[config.mk]
export PLATFORM = sky130hd
export DESIGN_NAME = line_buf_packer
export DESIGN_NICKNAME = d
export VERILOG_FILES = /design/src/rtl/line_buf_pkg.sv /design/src/rtl/line_buf_out_fifo.sv /design/src/rtl/line_buf_packer.sv
export SDC_FILE = /design/constraint.sdc
export NUM_CORES = 1
export LEC_CHECK = 0
export ABC_AREA = 1
export BUFFER_PORTS_ARGS = -buffer_cell sky130_fd_sc_hd__buf_2
export CAP_MARGIN = 30
export CORE_ASPECT_RATIO = 1.75
export CORE_MARGIN = 2
export CORE_UTILIZATION = 50
export DETAILED_ROUTE_END_ITERATION = 6
export GPL_ROUTABILITY_DRIVEN = 1
export HOLD_SLACK_MARGIN = 0.03
export PLACE_DENSITY = 0.76
export SYNTH_ARGS = -nofsm -noshare
export SYNTH_HDL_FRONTEND = slang
export SYNTH_SLANG_ARGS = --single-unit
export TNS_END_PERCENT = 50
[constraint.sdc]
create_clock -name clk -period 1.95 [get_ports clk]
set_input_delay 0.195 -clock clk [delete_from_list [all_inputs] [get_ports clk]]
set_output_delay 0.195 -clock clk [all_outputs]
set_load 0.03 [all_outputs]
[src/rtl/line_buf_pkg.sv]
// line_buf_pkg: shared states, line geometry and bank map for the camera line buffer.
package line_buf_pkg;
  typedef enum logic [1:0] {WAIT_SOL, FILL, DROP} wr_state_e;
  typedef enum logic [1:0] {R_IDLE, R_STREAM, R_DRAIN} rd_state_e;
  localparam int LINE_PIXELS_DEF = 640;
  localparam int WORDS_PER_LINE = LINE_PIXELS_DEF / 2;
  localparam int BANK0_BASE = 0;
  localparam int BANK1_BASE_DEF = 512;
  function automatic logic [9:0] bank_base(input logic bank, input int bank1);
    return bank ? 10'(bank1) : 10'(BANK0_BASE);
  endfunction
endpackage

[src/rtl/line_buf_out_fifo.sv]
// line_buf_out_fifo: 2-entry valid/ready FIFO carrying {last, data[31:0]}.
// Ports: clk, reset_n (sync, active low); push_i/push_data_i write side;
// valid_o/ready_i/data_o read side (head held stable until popped); occ_o entry count.
module line_buf_out_fifo (
  input  logic        clk,
  input  logic        reset_n,
  input  logic        push_i,
  input  logic [32:0] push_data_i,
  input  logic        ready_i,
  output logic        valid_o,
  output logic [32:0] data_o,
  output logic [1:0]  occ_o
);
  logic [32:0] mem_q [2];
  logic        wp_q, rp_q;
  logic [1:0]  cnt_q;
  logic        pop;
  assign valid_o = cnt_q != 2'd0;
  assign pop     = valid_o && ready_i;
  assign data_o  = mem_q[rp_q];
  assign occ_o   = cnt_q;
  always_ff @(posedge clk) begin
    if (!reset_n) begin
      mem_q[0] <= '0;
      mem_q[1] <= '0;
      wp_q     <= 1'b0;
      rp_q     <= 1'b0;
      cnt_q    <= 2'd0;
    end else begin
      if (push_i) begin
        mem_q[wp_q] <= push_data_i;
        wp_q        <= ~wp_q;
      end
      if (pop) rp_q <= ~rp_q;
      cnt_q <= cnt_q + {1'b0, push_i} - {1'b0, pop};
    end
  end
endmodule

[src/rtl/line_buf_packer.sv]
// line_buf_packer: packs RGB565 pixel pairs into a ping-pong line buffer in a 1024x32 RAM and streams full lines out.
// Ports: clk, reset_n (sync, active low); pix_valid/pix_data/pix_sol camera input;
// sram_* single RAM port (write wins, reads fill the gaps); line_ready, rd_valid/rd_data/rd_last/rd_ready
// output stream; line_drop pulse when a line finds its bank still full; overflow sticky drop flag.
module line_buf_packer
  import line_buf_pkg::*;
#(
  parameter int LINE_PIXELS = LINE_PIXELS_DEF,
  parameter int BANK1_BASE  = BANK1_BASE_DEF
) (
  input  logic        clk,
  input  logic        reset_n,
  input  logic        pix_valid,
  input  logic [15:0] pix_data,
  input  logic        pix_sol,
  output logic        sram_ce,
  output logic        sram_oce,
  output logic        sram_wre,
  output logic [9:0]  sram_ad,
  output logic [31:0] sram_din,
  input  logic [31:0] sram_dout,
  output logic        line_ready,
  output logic        rd_valid,
  output logic [31:0] rd_data,
  output logic        rd_last,
  input  logic        rd_ready,
  output logic        line_drop,
  output logic        overflow
);
  localparam int NW = LINE_PIXELS / 2;
  localparam logic [9:0] LAST_PIX  = 10'(LINE_PIXELS - 1);
  localparam logic [9:0] LAST_WORD = 10'(NW - 1);
  localparam logic [9:0] NW_V      = 10'(NW);

  wr_state_e   wst_q;
  rd_state_e   rst_q;
  logic [9:0]  cnt_q, iss_q, wr_ad_q;
  logic [15:0] lo_q;
  logic [31:0] wr_din_q;
  logic        wr_pend_q, wr_last_q, wr_bank_q, rd_bank_q;
  logic        drop_q, ovf_q, infl_q, infl_last_q;
  logic [1:0]  full_q, full_d;
  logic        sol, eb, rd_issue, pop, done;
  logic [32:0] fifo_data;
  logic [1:0]  occ;

  // A line may start in the very cycle the previous line's final write retires;
  // the bank it lands in is then the one wr_bank is toggling to.
  always_comb begin
    sol      = pix_valid && pix_sol;
    eb       = (wr_pend_q && wr_last_q) ? ~wr_bank_q : wr_bank_q;
    rd_issue = rst_q == R_STREAM && !wr_pend_q && iss_q < NW_V &&
               (occ == 2'd0 || (occ == 2'd1 && !infl_q));
    pop      = rd_valid && rd_ready;
    done     = rst_q == R_DRAIN && pop && rd_last;
    full_d   = full_q;
    if (wr_pend_q && wr_last_q) full_d[wr_bank_q] = 1'b1;
    if (done) full_d[rd_bank_q] = 1'b0;
  end

  always_ff @(posedge clk) begin
    if (!reset_n) begin
      wst_q     <= WAIT_SOL;
      cnt_q     <= '0;
      lo_q      <= '0;
      wr_pend_q <= 1'b0;
      wr_last_q <= 1'b0;
      wr_ad_q   <= '0;
      wr_din_q  <= '0;
      wr_bank_q <= 1'b0;
      drop_q    <= 1'b0;
      ovf_q     <= 1'b0;
      full_q    <= 2'b00;
    end else begin
      full_q    <= full_d;
      wr_pend_q <= 1'b0;
      wr_last_q <= 1'b0;
      drop_q    <= 1'b0;
      if (wr_pend_q && wr_last_q) wr_bank_q <= ~wr_bank_q;
      if (sol) begin
        if (full_q[eb]) begin
          wst_q  <= DROP;
          drop_q <= 1'b1;
          ovf_q  <= 1'b1;
        end else begin
          wst_q <= FILL;
          cnt_q <= 10'd1;
          lo_q  <= pix_data;
        end
      end else if (pix_valid && wst_q == FILL) begin
        cnt_q <= cnt_q + 10'd1;
        if (!cnt_q[0]) lo_q <= pix_data;
        else begin
          wr_pend_q <= 1'b1;
          wr_last_q <= cnt_q == LAST_PIX;
          wr_ad_q   <= bank_base(wr_bank_q, BANK1_BASE) + {1'b0, cnt_q[9:1]};
          wr_din_q  <= {pix_data, lo_q};
          if (cnt_q == LAST_PIX) wst_q <= WAIT_SOL;
        end
      end
    end
  end

  // Reads are throttled so FIFO entries plus the read in flight never exceed two.
  always_ff @(posedge clk) begin
    if (!reset_n) begin
      rst_q       <= R_IDLE;
      rd_bank_q   <= 1'b0;
      iss_q       <= '0;
      infl_q      <= 1'b0;
      infl_last_q <= 1'b0;
    end else begin
      infl_q      <= rd_issue;
      infl_last_q <= rd_issue && iss_q == LAST_WORD;
      if (rst_q == R_IDLE && full_q[rd_bank_q]) begin
        rst_q <= R_STREAM;
        iss_q <= '0;
      end
      if (rd_issue) begin
        iss_q <= iss_q + 10'd1;
        if (iss_q == LAST_WORD) rst_q <= R_DRAIN;
      end
      if (done) begin
        rst_q     <= R_IDLE;
        rd_bank_q <= ~rd_bank_q;
      end
    end
  end

  line_buf_out_fifo u_fifo (
    .clk        (clk),
    .reset_n    (reset_n),
    .push_i     (infl_q),
    .push_data_i({infl_last_q, sram_dout}),
    .ready_i    (rd_ready),
    .valid_o    (rd_valid),
    .data_o     (fifo_data),
    .occ_o      (occ)
  );

  assign sram_ce    = wr_pend_q || rd_issue;
  assign sram_oce   = 1'b1;
  assign sram_wre   = wr_pend_q;
  assign sram_ad    = wr_pend_q ? wr_ad_q : bank_base(rd_bank_q, BANK1_BASE) + iss_q;
  assign sram_din   = wr_din_q;
  assign rd_data    = fifo_data[31:0];
  assign rd_last    = rd_valid && fifo_data[32];
  assign line_ready = full_q[rd_bank_q];
  assign line_drop  = drop_q;
  assign overflow   = ovf_q;
endmodule

==> results_dict.tcl <==
set metrics [dict create \
    drtIter0Drc 152 \
    dieHeight_um 161 \
    die-area_mm2 0.0150 \
    crit_fanout 21 \
    synth_common_cells "nand2_1, nor2_1, dfxtp_1" \
    p_leak_nw 4.11 \
    finalCoreUtilization_pct 62.4 \
    synthXorXnorAreaFrac_pct 0.250 \
    h-tree-depth 4 \
    dr.pass1.iters 4 \
    finalSetupTns_ps 0 \
    port_buffers 133 \
    dp_hpwl_um 10600 \
    yosysSeqAreaShare_pct 55.9 \
    n_antenna_cell 0 \
    ys.flop_type "dfxtp_1" \
    fp-row-count 57 \
    synth-edff-count 66 \
    holdBufCountCts 16 \
    hold_viol_final 0 \
    yosys.area_share.simple_pct 24.5 \
    rsz0062_at_grt "false" \
    synth_fa_ha_area_share_pct 0.714 \
    wl_um 15400 \
    nNetsFinal 1042 \
    grt_start_max_net_pins 39 \
    synth_top_area_share_pct 28.3 \
    worst_pin_slew_ps 613 \
    synthTopCellsByArea "edfxtp_1, dfxtp_1, nand2_1" \
    cp-start-kind "register" \
    drcViolationCount 0 \
    area_growth_pct 22.4 \
    antenna_found_initial 0 \
    yosys_warnings 0 \
    fp.dieW_um 93.5 \
    cellPowerDensity_mw_per_mm2 940 \
    syn_inst 841 \
    drv_cap 0 \
    grt_pass1_wl_um 25400 \
    fmaxAchievable_mhz 551 \
    coreArea_mm2 0.0138 \
    overflow 0 \
    max_slew_margin_pct 59.1 \
    gp_congestion 0.936 \
    synthMuxAreaShare_pct 0 \
    worst_hold_slack_ps 84.6 \
    finalSetupViolCount 0 \
    clk_path_buf_depth 2 \
    synth.largest_area_cell "edfxtp_1" \
    cts_buffers 17 \
    critPathKind "reg2out" \
    start_util_pct 51.0 \
    clock_latency_ps 420 \
    fin_worst_skew_ps 12.8 \
    grt_pass1_vias 5610 \
    syn_area_per_cell_um2 8.34 \
    arrival_ps 1620 \
    power.total_mw 8.07 \
    ys_ff_latch 163 \
    outcome "finished clean" \
    syn_nets 898 \
    worst_setup_path_end_kind "primary output" \
    ant_nets 0 \
    vias 5809 \
    required_ps 1750 \
    placed_cell_area_mm2 0.00780 \
    synth_top_family_by_area "simple AND/OR/NAND/NOR gates" \
    r2r_cells 7 \
    fillerInstances 1203 \
    clock-sinks 163 \
    via_per_inst 4.94 \
    synthDistinctLibCells 42 \
    clk_pin_slew_ps 70 \
    ir_worst_vdd_mv 0.743 \
    cts_setup_buffers 0 \
    hp-class "in2reg" \
    yosys.cell_count.top_type "nand2_1" \
    fin_crit_ps 1810 \
    cts_tree "built" \
    period_share_pct 93.0 \
    io_pins 135 \
    drv_slew 0 \
    post_cts_resized 0 \
    stdcell_area_mm2 0.00859 \
    hold_depth 3 \
    synth_area_mm2 0.00701 \
    async_flop_share_pct 0 \
    wl_per_cell_um 13.1 \
    layout-drive-gt1-share_pct 21.4 \
    synth-compound-area-share_pct 10.0 \
    root_buffer "clkbuf_16" \
    grtUsageTotal_pct 21.1 \
]
kinds of logic (layout without fill, tap and decap cells):
family	Yosys count	count (layout)
DFF	163	163
and+or+nand+nor	410	410
other	1	1
adders and majority gates	4	4
AOI/OAI and AO/OA	130	130
xor gates and xnor gates	2	2
buffers and inverters	131	288
registers in the layout, summed over array words and instances (netlist names), named ones only:
register,count
rst_q,2
line_drop,1
sram_din,32
wst_q,2
cnt_q,10
rd_bank_q,1
iss_q,10
u_fifo.occ_o,2
wr_bank_q,1
sram_wre,1
overflow,1
infl_q,1
u_fifo.rp_q,1
lo_q,16
full_q,2
infl_last_q,1
wr_ad_q,10
u_fifo.wp_q,1
wr_last_q,1
u_fifo.mem_q,66
metrics by stage:
step           instances  setup slack, ps
3_3_place_gp        1127              423
3_5_place_dp        1127              390
2_1_floorplan        841             9.93
4_1_cts             1175              128
6_report            1175              136
5_1_grt             1175             56.9
report_power, final:
part,total (mW),internal [mW],switching (mW)
combinational,0.881,0.264,0.617
sequential,3.68,3.64,0.0384
clock,3.51,2.08,1.43
area by class of cell:
cell class	instances	area (um2)	share of cell area, %
Timing Repair Buffer	168	981	11.4
Multi-Input combinational cell	547	2490	29.0
Tap cell	177	221	2.58
Clock inverter	14	179	2.08
Sequential cell	163	3920	45.7
Inverter	88	338	3.93
Clock buffer	18	450	5.25
worst paths after layout:
kind                            slack, ps                       start                                 to
worst min register to register        440       overflow$_SDFFE_PN0P_              overflow$_SDFFE_PN0P_
worst max-delay path                  140                    register                         rd_data[0]
worst min-delay path                   80               sram_dout[10]  u_fifo.mem_q[1][10]$_SDFFCE_PN0P_
worst max register to register        390  u_fifo.occ_o[1]$_SDFF_PN0_         u_fifo.occ_o[1]$_SDFF_PN0_
worst max-delay path, stage by stage (launching register included):
cell     delay (ps)
dfxtp_1         330
inv_2           200
buf_4           300
nand2_1          80
nand2_1          90
buf_2           200
metal layers:
layer	GRT usage [%]	part of all wire, %
met3	5.58	5.8
met1	22.2	38
met5	0	0
met2	39.0	54
met4	8.63	2.1
layout by cell type (no fill, tap or decap), types with 2 or more instances in the layout:
master         count
a21oi_1           49
nor3_1             2
nand4_1            4
ha_1               4
nand3_2            2
buf_4             18
o21ai_1           22
nand2_2            2
nor2_1           149
dfxtp_1           97
inv_1             81
buf_2            133
inv_8              3
nand2_1          186
inv_2              5
clkbuf_16         18
nor3b_1            2
o21ai_0           42
inv_4              2
edfxtp_1          66
nand3_1           51
dlygate4sd3_1     16
a21oi_2           10
inv_6              5
clkinv_4           3
nor2_2             4
a22oi_1            2
bufinv_16          2
o21a_1             2
No activity file was read; power rests on OpenSTA's default activity.
